`config.mk`:
```
export PLATFORM = sky130hd
export DESIGN_NAME = rr_arbiter_8_flat
export DESIGN_NICKNAME = d
export VERILOG_FILES = /design/src/rtl/rr_arbiter_8_if.sv /design/src/rtl/rr_arbiter_8.sv /design/src/flat_wrapper.sv
export SDC_FILE = /design/constraint.sdc
export NUM_CORES = 1
export LEC_CHECK = 0
export CAP_MARGIN = 20
export CELL_PAD_IN_SITES_DETAIL_PLACEMENT = 0
export CELL_PAD_IN_SITES_GLOBAL_PLACEMENT = 2
export CORE_ASPECT_RATIO = 0.7
export CORE_MARGIN = 4
export CORE_UTILIZATION = 40
export CTS_BUF_LIST = sky130_fd_sc_hd__clkbuf_16
export CTS_CLUSTER_DIAMETER = 30
export DETAILED_ROUTE_END_ITERATION = 8
export DONT_BUFFER_PORTS = 1
export GPL_TIMING_DRIVEN = 1
export PLACE_DENSITY = 0.86
export SYNTH_ARGS = -nofsm -noshare
export SYNTH_HDL_FRONTEND = slang
export SYNTH_SLANG_ARGS = --single-unit
```
`constraint.sdc`:
```
create_clock -name clk_i -period 6.9 [get_ports clk_i]
set_input_delay 0.345 -clock clk_i [delete_from_list [all_inputs] [get_ports clk_i]]
set_output_delay 0.345 -clock clk_i [all_outputs]
set_load 0.05 [all_outputs]
```
`src/rtl/rr_arbiter_8_if.sv`:
```
// rr_arbiter_8_if: handshake bundle between 8 sources, the arbiter and the
// downstream sink.
//   valid_i/last_i : per-source beat valid / last beat of packet
//   ready_o        : per-source ready (only the granted bit can be 1)
//   valid_o/ready_i: downstream stream handshake
//   select_o       : binary index of granted source (mux_8 select)
//   grant_o        : one-hot grant, zero when idle
//   busy_o         : grant currently held
// master = arbiter side, slave = sources/sink side.
interface rr_arbiter_8_if;
  logic [7:0] valid_i;
  logic [7:0] last_i;
  logic [7:0] ready_o;
  logic       valid_o;
  logic       ready_i;
  logic [2:0] select_o;
  logic [7:0] grant_o;
  logic       busy_o;

  modport master (
    input  valid_i, last_i, ready_i,
    output ready_o, valid_o, select_o, grant_o, busy_o
  );

  modport slave (
    output valid_i, last_i, ready_i,
    input  ready_o, valid_o, select_o, grant_o, busy_o
  );
endinterface

```
`src/rtl/rr_arbiter_8.sv`:
```
// rr_arbiter_8: round-robin stream arbiter for 8 valid/ready sources, control
// stage in front of mux_8.
//   clk_i   : clock, rising edge
//   rst_n_i : asynchronous active-low reset
//   bus     : rr_arbiter_8_if.master (per-source valid/last/ready, downstream
//             valid/ready, select, one-hot grant, busy)
// PACKET_MODE=1 holds a grant until the granted source's last beat;
// PACKET_MODE=0 releases after every beat. MAX_BURST>0 caps beats per grant.
// Every release returns to IDLE for one cycle before the next grant.
module rr_arbiter_8 #(
  parameter bit PACKET_MODE = 1'b1,
  parameter int MAX_BURST   = 0
) (
  input  logic           clk_i,
  input  logic           rst_n_i,
  rr_arbiter_8_if.master bus
);

  localparam int BW = (MAX_BURST <= 0) ? 1 : $clog2(MAX_BURST + 1);
  localparam logic [BW-1:0] BURST_LAST = (MAX_BURST <= 0) ? '0 : BW'(MAX_BURST - 1);

  localparam logic [0:0] IDLE = 1'b0;
  localparam logic [0:0] BUSY = 1'b1;

  logic [0:0]    state;
  logic [2:0]    ptr;       // highest-priority index
  logic [2:0]    sel;
  logic [7:0]    gnt;
  logic [BW-1:0] beat_cnt;
  logic [2:0]    win;
  logic          beat, rel, burst_end;

  // Scan from furthest to nearest offset so the nearest valid source to ptr
  // is the last (winning) assignment.
  always_comb begin
    win = ptr;
    for (int k = 7; k >= 0; k--) begin
      if (bus.valid_i[ptr + 3'(k)]) win = ptr + 3'(k);
    end
  end

  // valid_o is built only from state and source valid, never from ready_i.
  assign bus.valid_o  = (state == BUSY) & bus.valid_i[sel];
  assign bus.ready_o  = gnt & {8{bus.ready_i}};
  assign bus.select_o = sel;
  assign bus.grant_o  = gnt;
  assign bus.busy_o   = (state == BUSY);

  assign beat      = bus.valid_o & bus.ready_i;
  assign burst_end = (MAX_BURST > 0) && (beat_cnt == BURST_LAST);
  assign rel       = beat & (!PACKET_MODE | bus.last_i[sel] | burst_end);

  always_ff @(posedge clk_i or negedge rst_n_i) begin
    if (!rst_n_i) begin
      state    <= IDLE;
      sel      <= '0;
      gnt      <= '0;
      ptr      <= '0;
      beat_cnt <= '0;
    end else begin
      case (state)
        IDLE: begin
          if (|bus.valid_i) begin
            sel      <= win;
            gnt      <= 8'b1 << win;
            beat_cnt <= '0;
            state    <= BUSY;
          end
        end
        default: begin
          if (rel) begin
            state    <= IDLE;
            gnt      <= '0;
            ptr      <= sel + 3'd1;
            beat_cnt <= '0;
          end else if (beat) begin
            beat_cnt <= beat_cnt + BW'(1);
          end
        end
      endcase
    end
  end

endmodule
```
`src/flat_wrapper.sv`:
```
// flat-port wrapper written by rule: the top's interface ports become plain ports
module rr_arbiter_8_flat 
#(
  parameter bit PACKET_MODE = 1'b1,
  parameter int MAX_BURST   = 0
)
  (clk_i, rst_n_i, bus_valid_i, bus_last_i, bus_ready_i, bus_ready_o, bus_valid_o, bus_select_o, bus_grant_o, bus_busy_o);
  rr_arbiter_8_if bus_i ();
  input  logic clk_i;
  input  logic rst_n_i;
  input wire logic [$bits(bus_i.valid_i)-1:0] bus_valid_i;
  input wire logic [$bits(bus_i.last_i)-1:0] bus_last_i;
  input wire logic [$bits(bus_i.ready_i)-1:0] bus_ready_i;
  output wire logic [$bits(bus_i.ready_o)-1:0] bus_ready_o;
  output wire logic [$bits(bus_i.valid_o)-1:0] bus_valid_o;
  output wire logic [$bits(bus_i.select_o)-1:0] bus_select_o;
  output wire logic [$bits(bus_i.grant_o)-1:0] bus_grant_o;
  output wire logic [$bits(bus_i.busy_o)-1:0] bus_busy_o;
  assign bus_i.valid_i = bus_valid_i;
  assign bus_i.last_i = bus_last_i;
  assign bus_i.ready_i = bus_ready_i;
  assign bus_ready_o = bus_i.ready_o;
  assign bus_valid_o = bus_i.valid_o;
  assign bus_select_o = bus_i.select_o;
  assign bus_grant_o = bus_i.grant_o;
  assign bus_busy_o = bus_i.busy_o;
  rr_arbiter_8 #(.PACKET_MODE(PACKET_MODE), .MAX_BURST(MAX_BURST)) u_core (.clk_i(clk_i), .rst_n_i(rst_n_i), .bus(bus_i));
endmodule
```
# ---- After elaboration in Yosys (flattened, before gate mapping)
# Cells that the tools add are included.
dict set report word_totals {
  ff_bits 15
  latch_bits 0
  ramBits 0
  romBits 0
  input_bits 19
  output_inout_bits 21
  word_cells 67
  memories 0
}
dict set report op_classes {
  add_sub_neg 8
  n_mul 0
  n_div 0
  n_lt_le_gt_ge 9
  n_eq_ne 1
  shifts 1
  muxes 34
  bitwise_logic 5
  reduce_logical 5
}
# operator count
set op_table {}
lappend op_table {{3-bit by 4-bit less-than comparator with 1-bit output, second input constant} 9}
lappend op_table {{1-bit binary-select mux with 3-bit select} 10}
lappend op_table {{3-bit two-way mux} 8}
lappend op_table {{8-bit two-way mux} 3}
lappend op_table {{1-bit two-way mux} 13}
lappend op_table {{3-bit adder, second input constant} 4}
lappend op_table {{8-bit AND} 1}
lappend op_table {{8-bit OR reduction} 1}
lappend op_table {{1-bit by 3-bit left shift with 8-bit output, first input constant} 1}
lappend op_table {{3-bit by 1-bit adder with 3-bit output, second input constant} 2}
lappend op_table {{3-bit by 2-bit adder with 3-bit output, second input constant} 2}
lappend op_table {{2-bit AND reduction} 3}
lappend op_table {{1-bit AND} 3}
lappend op_table {{2-bit inequality test, second input constant} 1}
lappend op_table {{2-bit nonzero test} 1}
lappend op_table {{1-bit inverter} 1}

# ---- Logic depth before layout (Yosys ltp)
dict set report logic_depth {
  ltp_word 14
  mapped_depth 12
  mapped_depth_nobuf 9
}

# ---- Least setup slack after synthesis
# No wires, ideal clock.
dict set report synth_timing {
  path_type {flip-flop to flip-flop}
  from {reg u_core.ptr[1]}
  to {reg u_core.gnt[4], in the netlist u_core.bus.grant_o[4]}
  setup_time_ps 121
  arrival_time_ps 3201
  t_required_ps 6779
  path_slack_ps 3578
  path_stages_with_launch 13
  n_path_buf 3
  synth_period_minus_slack_ps 3322
  path_cell_list {dfrtp_1 buf_1 clkinv_1 ha_1 buf_6 buf_6 mux2i_1 mux4_1 or3_1 a211oi_1 o2111ai_1 and2_4 a32o_2}
}
dict set report synth_between {
  elab_chain_len 14
  elab_cells_between_ends 34
  cone_classes {7 x add/sub; 1 x shift; 26 x mux}
}
# item line
set synth_rtl {}
lappend synth_rtl {{from (decl)} rr_arbiter_8.sv:26} ;# logic [2:0] ptr;
lappend synth_rtl {{from (signal assigned)} rr_arbiter_8.sv:74} ;# ptr <= sel + 3'd1;
lappend synth_rtl {{3-bit adder} rr_arbiter_8.sv:38} ;# if (bus.valid_i[ptr + 3'(k)]) win = ptr + 3'(k);
lappend synth_rtl {{1-bit binary-select mux with 3-bit select} rr_arbiter_8.sv:38}
lappend synth_rtl {{1-bit two-way mux (implied by the code)} rr_arbiter_8.sv:38}
lappend synth_rtl {{3-bit two-way mux (7 in a row)} rr_arbiter_8.sv:38}
lappend synth_rtl {{3-bit two-way mux (*)} rr_arbiter_8.sv:38}
lappend synth_rtl {{1-bit by 3-bit left shift with 8-bit output (*)} rr_arbiter_8.sv:65} ;# gnt <= 8'b1 << win;
lappend synth_rtl {{8-bit two-way mux (*)} rr_arbiter_8.sv:63} ;# if (|bus.valid_i) begin
lappend synth_rtl {{8-bit two-way mux (*)} rr_arbiter_8.sv:61} ;# case (state)
lappend synth_rtl {{to (signal assigned)} rr_arbiter_8.sv:65}
lappend synth_rtl {{to (decl)} rr_arbiter_8.sv:28} ;# logic [7:0] gnt;
# Mark *: on every way between the ends. The rest lies on a longest branch, timed or not. The select of a mux whose other input is x is not followed.
# A chain may end at the register's enable or synchronous reset.

# ---- Final worst setup path
dict set report layout_timing {
  from {reg u_core.ptr[0]}
  to {reg u_core.gnt[0], in the netlist u_core.bus.grant_o[0]}
}
# The elaborated chain is that of the path after synthesis.

==> results.sh <==
export IMPL_most_common_layout_cells="dfrtp_1 (15), nand2_1 (14), mux2i_1 (13)"
export IMPL_cts_sink_count=15
export IMPL_cts_buffers=3
export IMPL_synth_cells=161
export IMPL_synth_seq_area_share_pct=21.9
export IMPL_area_growth_pct=4.32
export IMPL_yosys_area_share_simple_pct=15.4
export IMPL_htreeDepth=1
export IMPL_root_buffer="clkbuf_16"
export IMPL_grt_max_degree=23
export IMPL_wire_per_inst_um=20.7
export IMPL_hold_viol=0
export IMPL_netlist_area_sq_um=1710
export IMPL_ioPinCount=40
export IMPL_path_max_fanout=22
export IMPL_min_from="bus_ready_i"
export IMPL_start_util_pct=42.6
export IMPL_fin_tns_setup_ps=0
export IMPL_numPortBuffers=0
export IMPL_synth_nets=183
export IMPL_cp_arrival_ps=4110
export IMPL_r2r_end="u_core.bus.grant_o[0]"
export IMPL_min_to="u_core.ptr[0]"
export IMPL_synth_fa_ha_area_share_pct=2.19
export IMPL_cts_resized_gates=0
export IMPL_start_kind="register"
export IMPL_synth_top_family_by_area="multiplexers"
export IMPL_r2r_start="u_core.ptr[0]"
export IMPL_drtAntennaViolNets=0
export IMPL_antenna_found_initial=0
export IMPL_finClkSkew_ps=3.56
export IMPL_multi_input_area_sq_um=1220
export IMPL_synth_edff_count=0
export IMPL_clock_fmax_ghz=0.253
export IMPL_final_period_utilization_pct=57.2
export IMPL_async_flop_share_pct=100
export IMPL_hold_ws_ps=396
export IMPL_final_max_slew_viol_count=0
export IMPL_final_common_cell="dfrtp_1"
export IMPL_synthMuxAreaShare_pct=35.3
export IMPL_synth_compound_area_share_pct=17.0
export IMPL_relSlewSlack_pct=27.3
export IMPL_clkSlewWorstSetupHoldPaths_ps=50
export IMPL_finish_utilization_pct=44.4
export IMPL_tightest_slew_ps=1090
export IMPL_place_congestion=0.937
export IMPL_cts_tree="yes"
export IMPL_grt_pass1_wl_um=7200
export IMPL_drc=0
export IMPL_reg2regPathDepth=9
export IMPL_die_h_um=62.7
export IMPL_maxCapViolations=0
export IMPL_coreArea_sq_um=4020
export IMPL_area_sequential_sq_um=375
export IMPL_crit_start="u_core.ptr[0]"
export IMPL_dr_pass1_iters=4
export IMPL_drive_above_1_share_pct=17.2
export IMPL_status="complete, no violations"
export IMPL_cp_end_kind="register"
export IMPL_place_hpwl_um=3250
export IMPL_grt_usage_pct=16.8
export IMPL_drt_total_wl_um=4330
export IMPL_grt_pass1_vias=1387
export IMPL_syn_area_per_cell_sq_um=10.6
export IMPL_dieWidth_um=86.2
export IMPL_crit_required_ps=7060
export IMPL_reg2reg_slack_ps=2950
export IMPL_synth_warnings=0
export IMPL_rsz0062_at_grt="false"
export IMPL_hold_depth=2
export IMPL_finalSetupViolations=0
export IMPL_insertion_delay_ps=250
export IMPL_synth_cell_types=56
export IMPL_min_period_ps=3950
export IMPL_dieArea_sq_um=5400
export IMPL_fin_cells=209
export IMPL_postCtsSetupRepairBufs=0
export IMPL_num_vias=1395
export IMPL_gr_total_overflow=0
export IMPL_rows=19
export IMPL_drtIter0Drc=98
export IMPL_finalNetCount=180
export IMPL_hp_class="in -> reg"
export IMPL_synth_xor_area_share_pct=1.54
export IMPL_synth_seq_cells=15
export IMPL_fillers=370
export IMPL_placedCellCount=204
export IMPL_criticalPathCategory="reg -> reg"
export IMPL_cts_buffer_depth=2
export IMPL_n_antenna_cell=0
export IMPL_viasPerCell=6.67
export IMPL_synth_flop_cell="dfrtp_1"
what timing repair did:
| item | in CTS | in global routing |
|---|---|---|
| setup endpoints to repair | 0 | 0 |
| hold buffers | 1 | 0 |
| endpoints found under the hold margin | 15 | 0 |
worst max-delay path: stages, from the launching register on:
cell and delay, ps:
dfrtp_1 970, inv_4 110, ha_1 740, mux4_1 690, mux2i_1 350, or4_1 170, nand4_1 110, a311oi_2 390
nand2_1 160, o21ai_1 180
cell usage after synthesis, types with 3 or more instances:
library cell / number / share of area (%)
a21oi_1: 4 / 1.2
a32o_1: 3 / 1.8
and2_1: 8 / 2.9
buf_6: 6 / 3.9
dfrtp_1: 15 / 22
ha_1: 3 / 2.2
inv_1: 6 / 1.3
mux2_2: 8 / 5.3
mux2i_1: 13 / 7.6
mux4_1: 8 / 12
mux4_2: 6 / 7.9
nand2_1: 14 / 3.1
nor2_1: 10 / 2.2
o2111ai_1: 3 / 1.5
o21ai_1: 4 / 1.2
routing by layer:
metal	track usage, %	routed length (um)	vias to the layer above
met2	23.9	1880	62
met5	0	0	-
met1	24.5	2030	693
met4	2.57	27	0
li1	-	-	635
met3	6.06	391	5
state kept, by name, summed over array words and instances (netlist names):
signal               flops
u_core.bus.grant_o       8
u_core.bus.select_o      3
u_core.ptr               3
u_core.bus.busy_o        1
layout make-up:
cell class              count  share of cell area (%)
multi-input cells         129                    68.5
flip-flops and latches     15                    21.0
clock buffers               3                    4.21
well taps                  52                    3.65
inverters                   8                    1.82
repair buffers              1                   0.561
clock inverters             1                   0.210
through the flow:
| stage | cell area (sq um) | worst slack (ps) |
|---|---|---|
| floorplan | 1710 | 3580 |
| global placement | 1700 | 3070 |
| detailed placement | 1700 | 2990 |
| CTS | 1780 | 2980 |
| global route | 1780 | 2700 |
| finish | 1780 | 2950 |
worst max-delay path by stage:
stage / slack, ps / to / cells past startpoint
detailed placement: 2990 / u_core.bus.grant_o[4] / 9
global route: 2700 / u_core.bus.grant_o[2] / 9
global placement: 3070 / u_core.bus.grant_o[4] / 9
floorplan: 3580 / u_core.bus.grant_o[4] / 12
finish: 2950 / u_core.bus.grant_o[0] / 9
CTS: 2980 / u_core.bus.grant_o[4] / 9
kinds of logic after synthesis:
group | count (synthesis)
adders and majority gates | 3
xor gates and xnor gates | 3
buffers and inverters | 17
DFF | 15
AOI/OAI and AO/OA | 36
and+or+nand+nor | 50
muxes | 37
Power is left out: the tool's default activity adds up to more than one toggle a clock period on the data nets, which glitch-free logic cannot reach.
